File: src/rtl/pipe_hazard_ctrl_if.sv
// pipe_hazard_ctrl_if: hazard inputs and stage enable/flush strobes.
// master = pipeline datapath side, slave = hazard controller.
interface pipe_hazard_ctrl_if;
  logic       run;
  logic [4:0] id_rs;
  logic [4:0] id_rt;
  logic       id_uses_rt;
  logic       ex_memread;
  logic [4:0] ex_rt;
  logic       br_taken;
  logic       halt_req;
  logic       dmem_req;
  logic       dmem_ready;
  logic       pc_en;
  logic       ifid_en;
  logic       idex_en;
  logic       exmem_en;
  logic       memwb_en;
  logic       ifid_wipe;
  logic       idex_wipe;
  logic       exmem_wipe;
  logic       memwb_wipe;
  logic       halted;
  logic       timeout_err;

  modport master (
    output run, id_rs, id_rt, id_uses_rt,
    output ex_memread, ex_rt, br_taken,
    output halt_req, dmem_req, dmem_ready,
    input  pc_en, ifid_en, idex_en,
    input  exmem_en, memwb_en,
    input  ifid_wipe, idex_wipe,
    input  exmem_wipe, memwb_wipe,
    input  halted, timeout_err
  );

  modport slave (
    input  run, id_rs, id_rt, id_uses_rt,
    input  ex_memread, ex_rt, br_taken,
    input  halt_req, dmem_req, dmem_ready,
    output pc_en, ifid_en, idex_en,
    output exmem_en, memwb_en,
    output ifid_wipe, idex_wipe,
    output exmem_wipe, memwb_wipe,
    output halted, timeout_err
  );
endinterface

File: src/rtl/pipe_hazard_ctrl.sv
// pipe_hazard_ctrl: 5-stage pipeline enable/flush sequencer.
// Define HAZARD_PERF_EN to add stall/flush/memwait counters.
module pipe_hazard_ctrl #(
  parameter int TIMEOUT_CYCLES = 64,
  parameter int DRAIN_CYCLES   = 4,
  parameter int CNT_W          = 32
) (
  input  logic clk,
  input  logic reset,
  pipe_hazard_ctrl_if.slave hz
`ifdef HAZARD_PERF_EN
  ,
  output logic [CNT_W-1:0] stall_cnt,
  output logic [CNT_W-1:0] flush_cnt,
  output logic [CNT_W-1:0] memwait_cnt
`endif
);

  localparam int WW = $clog2(TIMEOUT_CYCLES + 1);
  localparam int DW = $clog2(DRAIN_CYCLES + 1);

  typedef enum logic [1:0] {
    S_RUN, S_MEM_WAIT, S_DRAIN, S_HALT
  } state_t;

  state_t        r_state, w_next;
  logic [WW-1:0] r_wait, w_wait_nxt;
  logic [DW-1:0] r_drain, w_drain_nxt;
  logic          r_err, w_err_nxt;
  logic [4:0]    w_en;
  logic [3:0]    w_wipe;
  logic          w_load_use;
  logic          w_hold;
  logic          w_ev_lu, w_ev_br, w_ev_stall;

  assign w_load_use = hz.ex_memread && (hz.ex_rt != 5'd0) &&
                      ((hz.ex_rt == hz.id_rs) ||
                       (hz.id_uses_rt && hz.ex_rt == hz.id_rt));

  // RUN stalls only on an active request; MEM_WAIT holds until ready.
  assign w_hold = (r_state == S_MEM_WAIT) ? !hz.dmem_ready
                : (hz.dmem_req && !hz.dmem_ready);

  always_comb begin
    w_en        = 5'b11111;
    w_wipe      = 4'b0000;
    w_next      = r_state;
    w_wait_nxt  = r_wait;
    w_drain_nxt = r_drain;
    w_err_nxt   = r_err;
    w_ev_lu     = 1'b0;
    w_ev_br     = 1'b0;
    w_ev_stall  = 1'b0;
    if (reset) begin
      w_en   = 5'b00000;
      w_wipe = 4'b1111;
    end else if (r_state == S_HALT || !hz.run) begin
      w_en = 5'b00000;
    end else if (w_hold) begin
      w_en       = 5'b00001;
      w_wipe     = 4'b0001;
      w_ev_stall = 1'b1;
      if (r_state == S_RUN) begin
        w_next     = S_MEM_WAIT;
        w_wait_nxt = WW'(1);
      end else if (r_wait == WW'(TIMEOUT_CYCLES)) begin
        w_next    = S_HALT;
        w_err_nxt = 1'b1;
      end else begin
        w_wait_nxt = r_wait + WW'(1);
      end
    end else if (r_state == S_DRAIN) begin
      w_en       = 5'b01111;
      w_wipe     = 4'b1000;
      w_wait_nxt = '0;
      if (r_drain == DW'(DRAIN_CYCLES - 1))
        w_next = S_HALT;
      else
        w_drain_nxt = r_drain + DW'(1);
    end else begin
      w_next     = S_RUN;
      w_wait_nxt = '0;
      if (hz.br_taken) begin
        w_wipe  = 4'b1100;
        w_ev_br = 1'b1;
      end else if (w_load_use) begin
        w_en    = 5'b00111;
        w_wipe  = 4'b0100;
        w_ev_lu = 1'b1;
      end else if (hz.halt_req) begin
        w_next      = S_DRAIN;
        w_drain_nxt = '0;
      end
    end
  end

  always_ff @(posedge clk) begin
    if (reset) begin
      r_state <= S_RUN;
      r_wait  <= '0;
      r_drain <= '0;
      r_err   <= 1'b0;
    end else begin
      r_state <= w_next;
      r_wait  <= w_wait_nxt;
      r_drain <= w_drain_nxt;
      r_err   <= w_err_nxt;
    end
  end

  assign {hz.pc_en, hz.ifid_en, hz.idex_en,
          hz.exmem_en, hz.memwb_en} = w_en;
  assign {hz.ifid_wipe, hz.idex_wipe,
          hz.exmem_wipe, hz.memwb_wipe} = w_wipe;
  assign hz.halted      = (r_state == S_HALT);
  assign hz.timeout_err = r_err;

`ifdef HAZARD_PERF_EN
  // Event strobes are already gated off by reset, run=0 and HALT.
  always_ff @(posedge clk) begin
    if (reset) begin
      stall_cnt   <= '0;
      flush_cnt   <= '0;
      memwait_cnt <= '0;
    end else begin
      stall_cnt   <= stall_cnt + CNT_W'(w_ev_lu);
      flush_cnt   <= flush_cnt + CNT_W'(w_ev_br);
      memwait_cnt <= memwait_cnt + CNT_W'(w_ev_stall);
    end
  end
`endif

endmodule

File: src/flat_wrapper.sv
// flat-port wrapper written by rule: the top's interface ports become plain ports
module pipe_hazard_ctrl_flat 
#(
  parameter int TIMEOUT_CYCLES = 64,
  parameter int DRAIN_CYCLES   = 4,
  parameter int CNT_W          = 32
)
  (clk, reset, hz_run, hz_id_rs, hz_id_rt, hz_id_uses_rt, hz_ex_memread, hz_ex_rt, hz_br_taken, hz_halt_req, hz_dmem_req, hz_dmem_ready, hz_pc_en, hz_ifid_en, hz_idex_en, hz_exmem_en, hz_memwb_en, hz_ifid_wipe, hz_idex_wipe, hz_exmem_wipe, hz_memwb_wipe, hz_halted, hz_timeout_err);
  pipe_hazard_ctrl_if hz_i ();
  input  logic clk;
  input  logic reset;
  input wire logic [$bits(hz_i.run)-1:0] hz_run;
  input wire logic [$bits(hz_i.id_rs)-1:0] hz_id_rs;
  input wire logic [$bits(hz_i.id_rt)-1:0] hz_id_rt;
  input wire logic [$bits(hz_i.id_uses_rt)-1:0] hz_id_uses_rt;
  input wire logic [$bits(hz_i.ex_memread)-1:0] hz_ex_memread;
  input wire logic [$bits(hz_i.ex_rt)-1:0] hz_ex_rt;
  input wire logic [$bits(hz_i.br_taken)-1:0] hz_br_taken;
  input wire logic [$bits(hz_i.halt_req)-1:0] hz_halt_req;
  input wire logic [$bits(hz_i.dmem_req)-1:0] hz_dmem_req;
  input wire logic [$bits(hz_i.dmem_ready)-1:0] hz_dmem_ready;
  output wire logic [$bits(hz_i.pc_en)-1:0] hz_pc_en;
  output wire logic [$bits(hz_i.ifid_en)-1:0] hz_ifid_en;
  output wire logic [$bits(hz_i.idex_en)-1:0] hz_idex_en;
  output wire logic [$bits(hz_i.exmem_en)-1:0] hz_exmem_en;
  output wire logic [$bits(hz_i.memwb_en)-1:0] hz_memwb_en;
  output wire logic [$bits(hz_i.ifid_wipe)-1:0] hz_ifid_wipe;
  output wire logic [$bits(hz_i.idex_wipe)-1:0] hz_idex_wipe;
  output wire logic [$bits(hz_i.exmem_wipe)-1:0] hz_exmem_wipe;
  output wire logic [$bits(hz_i.memwb_wipe)-1:0] hz_memwb_wipe;
  output wire logic [$bits(hz_i.halted)-1:0] hz_halted;
  output wire logic [$bits(hz_i.timeout_err)-1:0] hz_timeout_err;
  assign hz_i.run = hz_run;
  assign hz_i.id_rs = hz_id_rs;
  assign hz_i.id_rt = hz_id_rt;
  assign hz_i.id_uses_rt = hz_id_uses_rt;
  assign hz_i.ex_memread = hz_ex_memread;
  assign hz_i.ex_rt = hz_ex_rt;
  assign hz_i.br_taken = hz_br_taken;
  assign hz_i.halt_req = hz_halt_req;
  assign hz_i.dmem_req = hz_dmem_req;
  assign hz_i.dmem_ready = hz_dmem_ready;
  assign hz_pc_en = hz_i.pc_en;
  assign hz_ifid_en = hz_i.ifid_en;
  assign hz_idex_en = hz_i.idex_en;
  assign hz_exmem_en = hz_i.exmem_en;
  assign hz_memwb_en = hz_i.memwb_en;
  assign hz_ifid_wipe = hz_i.ifid_wipe;
  assign hz_idex_wipe = hz_i.idex_wipe;
  assign hz_exmem_wipe = hz_i.exmem_wipe;
  assign hz_memwb_wipe = hz_i.memwb_wipe;
  assign hz_halted = hz_i.halted;
  assign hz_timeout_err = hz_i.timeout_err;
  pipe_hazard_ctrl #(.TIMEOUT_CYCLES(TIMEOUT_CYCLES), .DRAIN_CYCLES(DRAIN_CYCLES), .CNT_W(CNT_W)) u_core (.clk(clk), .reset(reset), .hz(hz_i));
endmodule
File: config.mk
export PLATFORM = sky130hd
export DESIGN_NAME = pipe_hazard_ctrl_flat
export DESIGN_NICKNAME = d
export VERILOG_FILES = /design/src/rtl/pipe_hazard_ctrl_if.sv /design/src/rtl/pipe_hazard_ctrl.sv /design/src/flat_wrapper.sv
export SDC_FILE = /design/constraint.sdc
export NUM_CORES = 1
export LEC_CHECK = 0
export BUFFER_PORTS_ARGS = -buffer_cell sky130_fd_sc_hd__buf_4
export CORE_ASPECT_RATIO = 0.7
export CORE_MARGIN = 5
export CORE_UTILIZATION = 49
export CTS_CLUSTER_DIAMETER = 50
export CTS_CLUSTER_SIZE = 40
export DETAILED_ROUTE_END_ITERATION = 10
export PLACE_DENSITY = 0.78
export SYNTH_ARGS = -nofsm -noshare
export SYNTH_HDL_FRONTEND = slang
export SYNTH_SLANG_ARGS = --single-unit
File: constraint.sdc
create_clock -name clk -period 1.9 [get_ports clk]
set_input_delay 0.19 -clock clk [delete_from_list [all_inputs] [get_ports clk]]
set_output_delay 0.19 -clock clk [all_outputs]
set_load 0.005 [all_outputs]
==> flow_metrics.tcl <==
set metrics [dict create \
    status "finished, final reports clean" \
    netlist_instances 132 \
    tightest_slew_ps 470 \
    grt_pass1_wl_um 5070 \
    synth_edf_count 0 \
    pwr-share-clk_pct 26.2 \
    grt_max_degree 21 \
    synth_nets 160 \
    critPathMaxStageDelay_ps 320 \
    final-hold-violation-count 0 \
    syn_to_final_growth_pct 32.8 \
    clock_sinks 13 \
    slew_headroom_pct 68.6 \
    path_max_fanout 4 \
    worstPathArrival_ps 1600 \
    fmax_mhz 559 \
    power.share.sequential_pct 43.8 \
    grt_pass1_vias 1081 \
    grtUsageTotal_pct 20.1 \
    die_w_um 65.7 \
    synth-warning-count 0 \
    final_area_um2 1410 \
    synth.largest_area_cell "dfxtp_1" \
    drc 0 \
    drtIter0Drc 132 \
    die_h_um 49.0 \
    htree_levels 1 \
    dp_hpwl_um 2330 \
    grt_overflow 0 \
    syn_area_um2 1060 \
    antenna_found_initial 0 \
    yosys.area.top_type_share_pct 24.5 \
    drv_cap 0 \
    drtAntennaViolNets 0 \
    hp-class "in -> reg" \
    layout_commonest_cell "buf_4" \
    cpLargestDelayFamily "compound AO/OA/AOI/OAI gates" \
    clk_latency_ps 280 \
    crit_type "in -> out" \
    die_area_um2 3220 \
    finClkSkew_ps 8.11 \
    cp-start-kind "input pin" \
    ir_drop_v 0.000397 \
    n_antenna_cell 0 \
    async_reset_ff_share_pct 0 \
    crit_buf_inv 2 \
    placeableCoreArea_um2 2100 \
    rows 14 \
    vias 1138 \
    layout-drive-gt1-share_pct 32.1 \
    placed_area_um2 1350 \
    cp.required_ps 1710 \
    synth-seq-cells 13 \
    finalNetCount 197 \
    ys_top_cells_by_area "dfxtp_1 24%, xnor2_1 6.6%, xor2_1 4.9%" \
    synth.distinct_cells 48 \
    cts_buffers 3 \
    pwr-share-comb_pct 30.0 \
    firstDrtPassIters 4 \
    final_cell_mix "40 x buf_4, 12 x dfxtp_1, 11 x nor2_1, 8 x xnor2_1" \
    ios 35 \
    initial_core_util_pct 50.6 \
    synthFlopType "dfxtp_1" \
    p_int_mw 0.458 \
    end_kind "output port" \
    place_congestion 0.891 \
    viasPerCell 5.93 \
    path_cells "buf_4, xor2_1, nor4_1, and3_1, o221ai_1, o31a_1, buf_4" \
    leakagePower_nw 0.594 \
    slowest_stage "o31a_1" \
    clockRootBuffer "clkbuf_4" \
    path_clk_slew_ps 80 \
    rsz0062_at_grt "no" \
    fin_crit_ps 1790 \
    path_common_cell "buf_4" \
    routed_wl_um 2960 \
    ys_seq_area_share_pct 24.5 \
    routedWlPerCell_um 15.4 \
    avgSynthCellArea_um2 8.06 \
    maxSlewViolCount 0 \
    port_buffers 34 \
    cts_tree "done" \
    setup_viol 0 \
    clock_path_buffers 2 \
    power.share.switching_pct 30.0 \
    powerDensity_nw_per_um2 464 \
    power.switching_mw 0.197 \
    tns_ps 0 \
    post-route-period-util_pct 94.1 \
]
logic make-up (layout without fill, tap and decap cells):
| group | after synthesis | count (layout) | synth area share (%) |
|---|---|---|---|
| AND/OR/NAND/NOR | 49 | 49 | 26.6 |
| AO/OA/AOI/OAI | 34 | 34 | 22.6 |
| XOR/XNOR | 14 | 14 | 11.5 |
| flip-flops | 13 | 13 | 24.5 |
| buffers and inverters | 13 | 49 | 5.29 |
| multiplexers | 5 | 5 | 4.82 |
| adder cells (fa/ha/maj) | 4 | 4 | 4.71 |
worst reg2reg max path: stages (launching register included):
cell	delay, ps
dfxtp_1	420
inv_1	70
ha_1	200
or3b_2	260
o21bai_4	90
a21o_1	190
or3_1	340
a21oi_1	140
cell usage after synthesis (all sizes together) (2+ instances only):
master and number:
nand3b 2, a211oi 4, nand2 6, xor2 6
nand2b 3, nor2 12, clkbuf 4, or2 2
mux2i 4, nand3 5, o31ai 3, a21oi 6
nor3 3, a31oi 2, ha 4, nor3b 2
buf 4, o21bai 3, xnor2 8, nor2b 5
inv 5, o21ai 6, dfxtp 13
through the flow:
stage | power [mW] | hold slack (ps) | setup WS [ps] | instances | utilization [%]
3_5_place_dp | 0.476 | 485 | 110 | 187 | 64.2
6_report | 0.655 | 233 | 111 | 192 | 67.2
5_1_grt | 0.703 | 241 | 5.39 | 192 | 67.2
4_1_cts | 0.651 | 231 | 43.7 | 191 | 65.9
2_1_floorplan | 0.386 | 457 | 215 | 132 | -
3_3_place_gp | 0.473 | 447 | 160 | 187 | 64.2
final timing paths:
path,cells past startpoint,startpoint,slack (ps),to
setup reg to reg,7,u_core.r_wait[1],140,u_core.r_wait[6]
hold reg to reg,2,u_core.hz.timeout_err,490,u_core.hz.timeout_err
hold / removal,2,reset,230,u_core.r_state[1]
setup / recovery,7,hz_ex_rt[3],110,hz_ifid_en
repair_timing:
action	in CTS	in global routing
setup buffers	0	1
pin swaps	0	2
endpoints found under the setup margin	2	12
gates resized for setup	2	4
hold buffers	0	0
power groups by stage:
stage | Combinational [mW] | Clock [mW] | Sequential [mW]
floorplan | 0.0980 | 0 | 0.288
global placement | 0.181 | 0 | 0.292
detailed placement | 0.185 | 0 | 0.292
CTS | 0.188 | 0.177 | 0.286
global route | 0.215 | 0.200 | 0.288
finish | 0.196 | 0.172 | 0.287
registers in the layout, summed over array words and instances, names as in the netlist:
register	count
u_core.hz.timeout_err	1
u_core.r_wait	7
u_core.r_state	2
u_core.r_drain	3
routing by layer:
metal,wire (um),vias to the layer above,track usage [%]
li1,-,553,-
met1,1380,526,28.5
met2,1360,49,30.0
met3,185,10,6.22
met4,36,0,3.45
met5,0,-,0
layout make-up:
type | count | area [um2]
Fill cell | 174 | 689
Tap cell | 24 | 30.0
Multi-Input combinational cell | 106 | 774
Inverter | 5 | 18.8
Clock inverter | 1 | 5.00
Clock buffer | 3 | 22.5
Sequential cell | 13 | 262
Timing Repair Buffer | 40 | 300
Power figures use the tool's default switching activity.
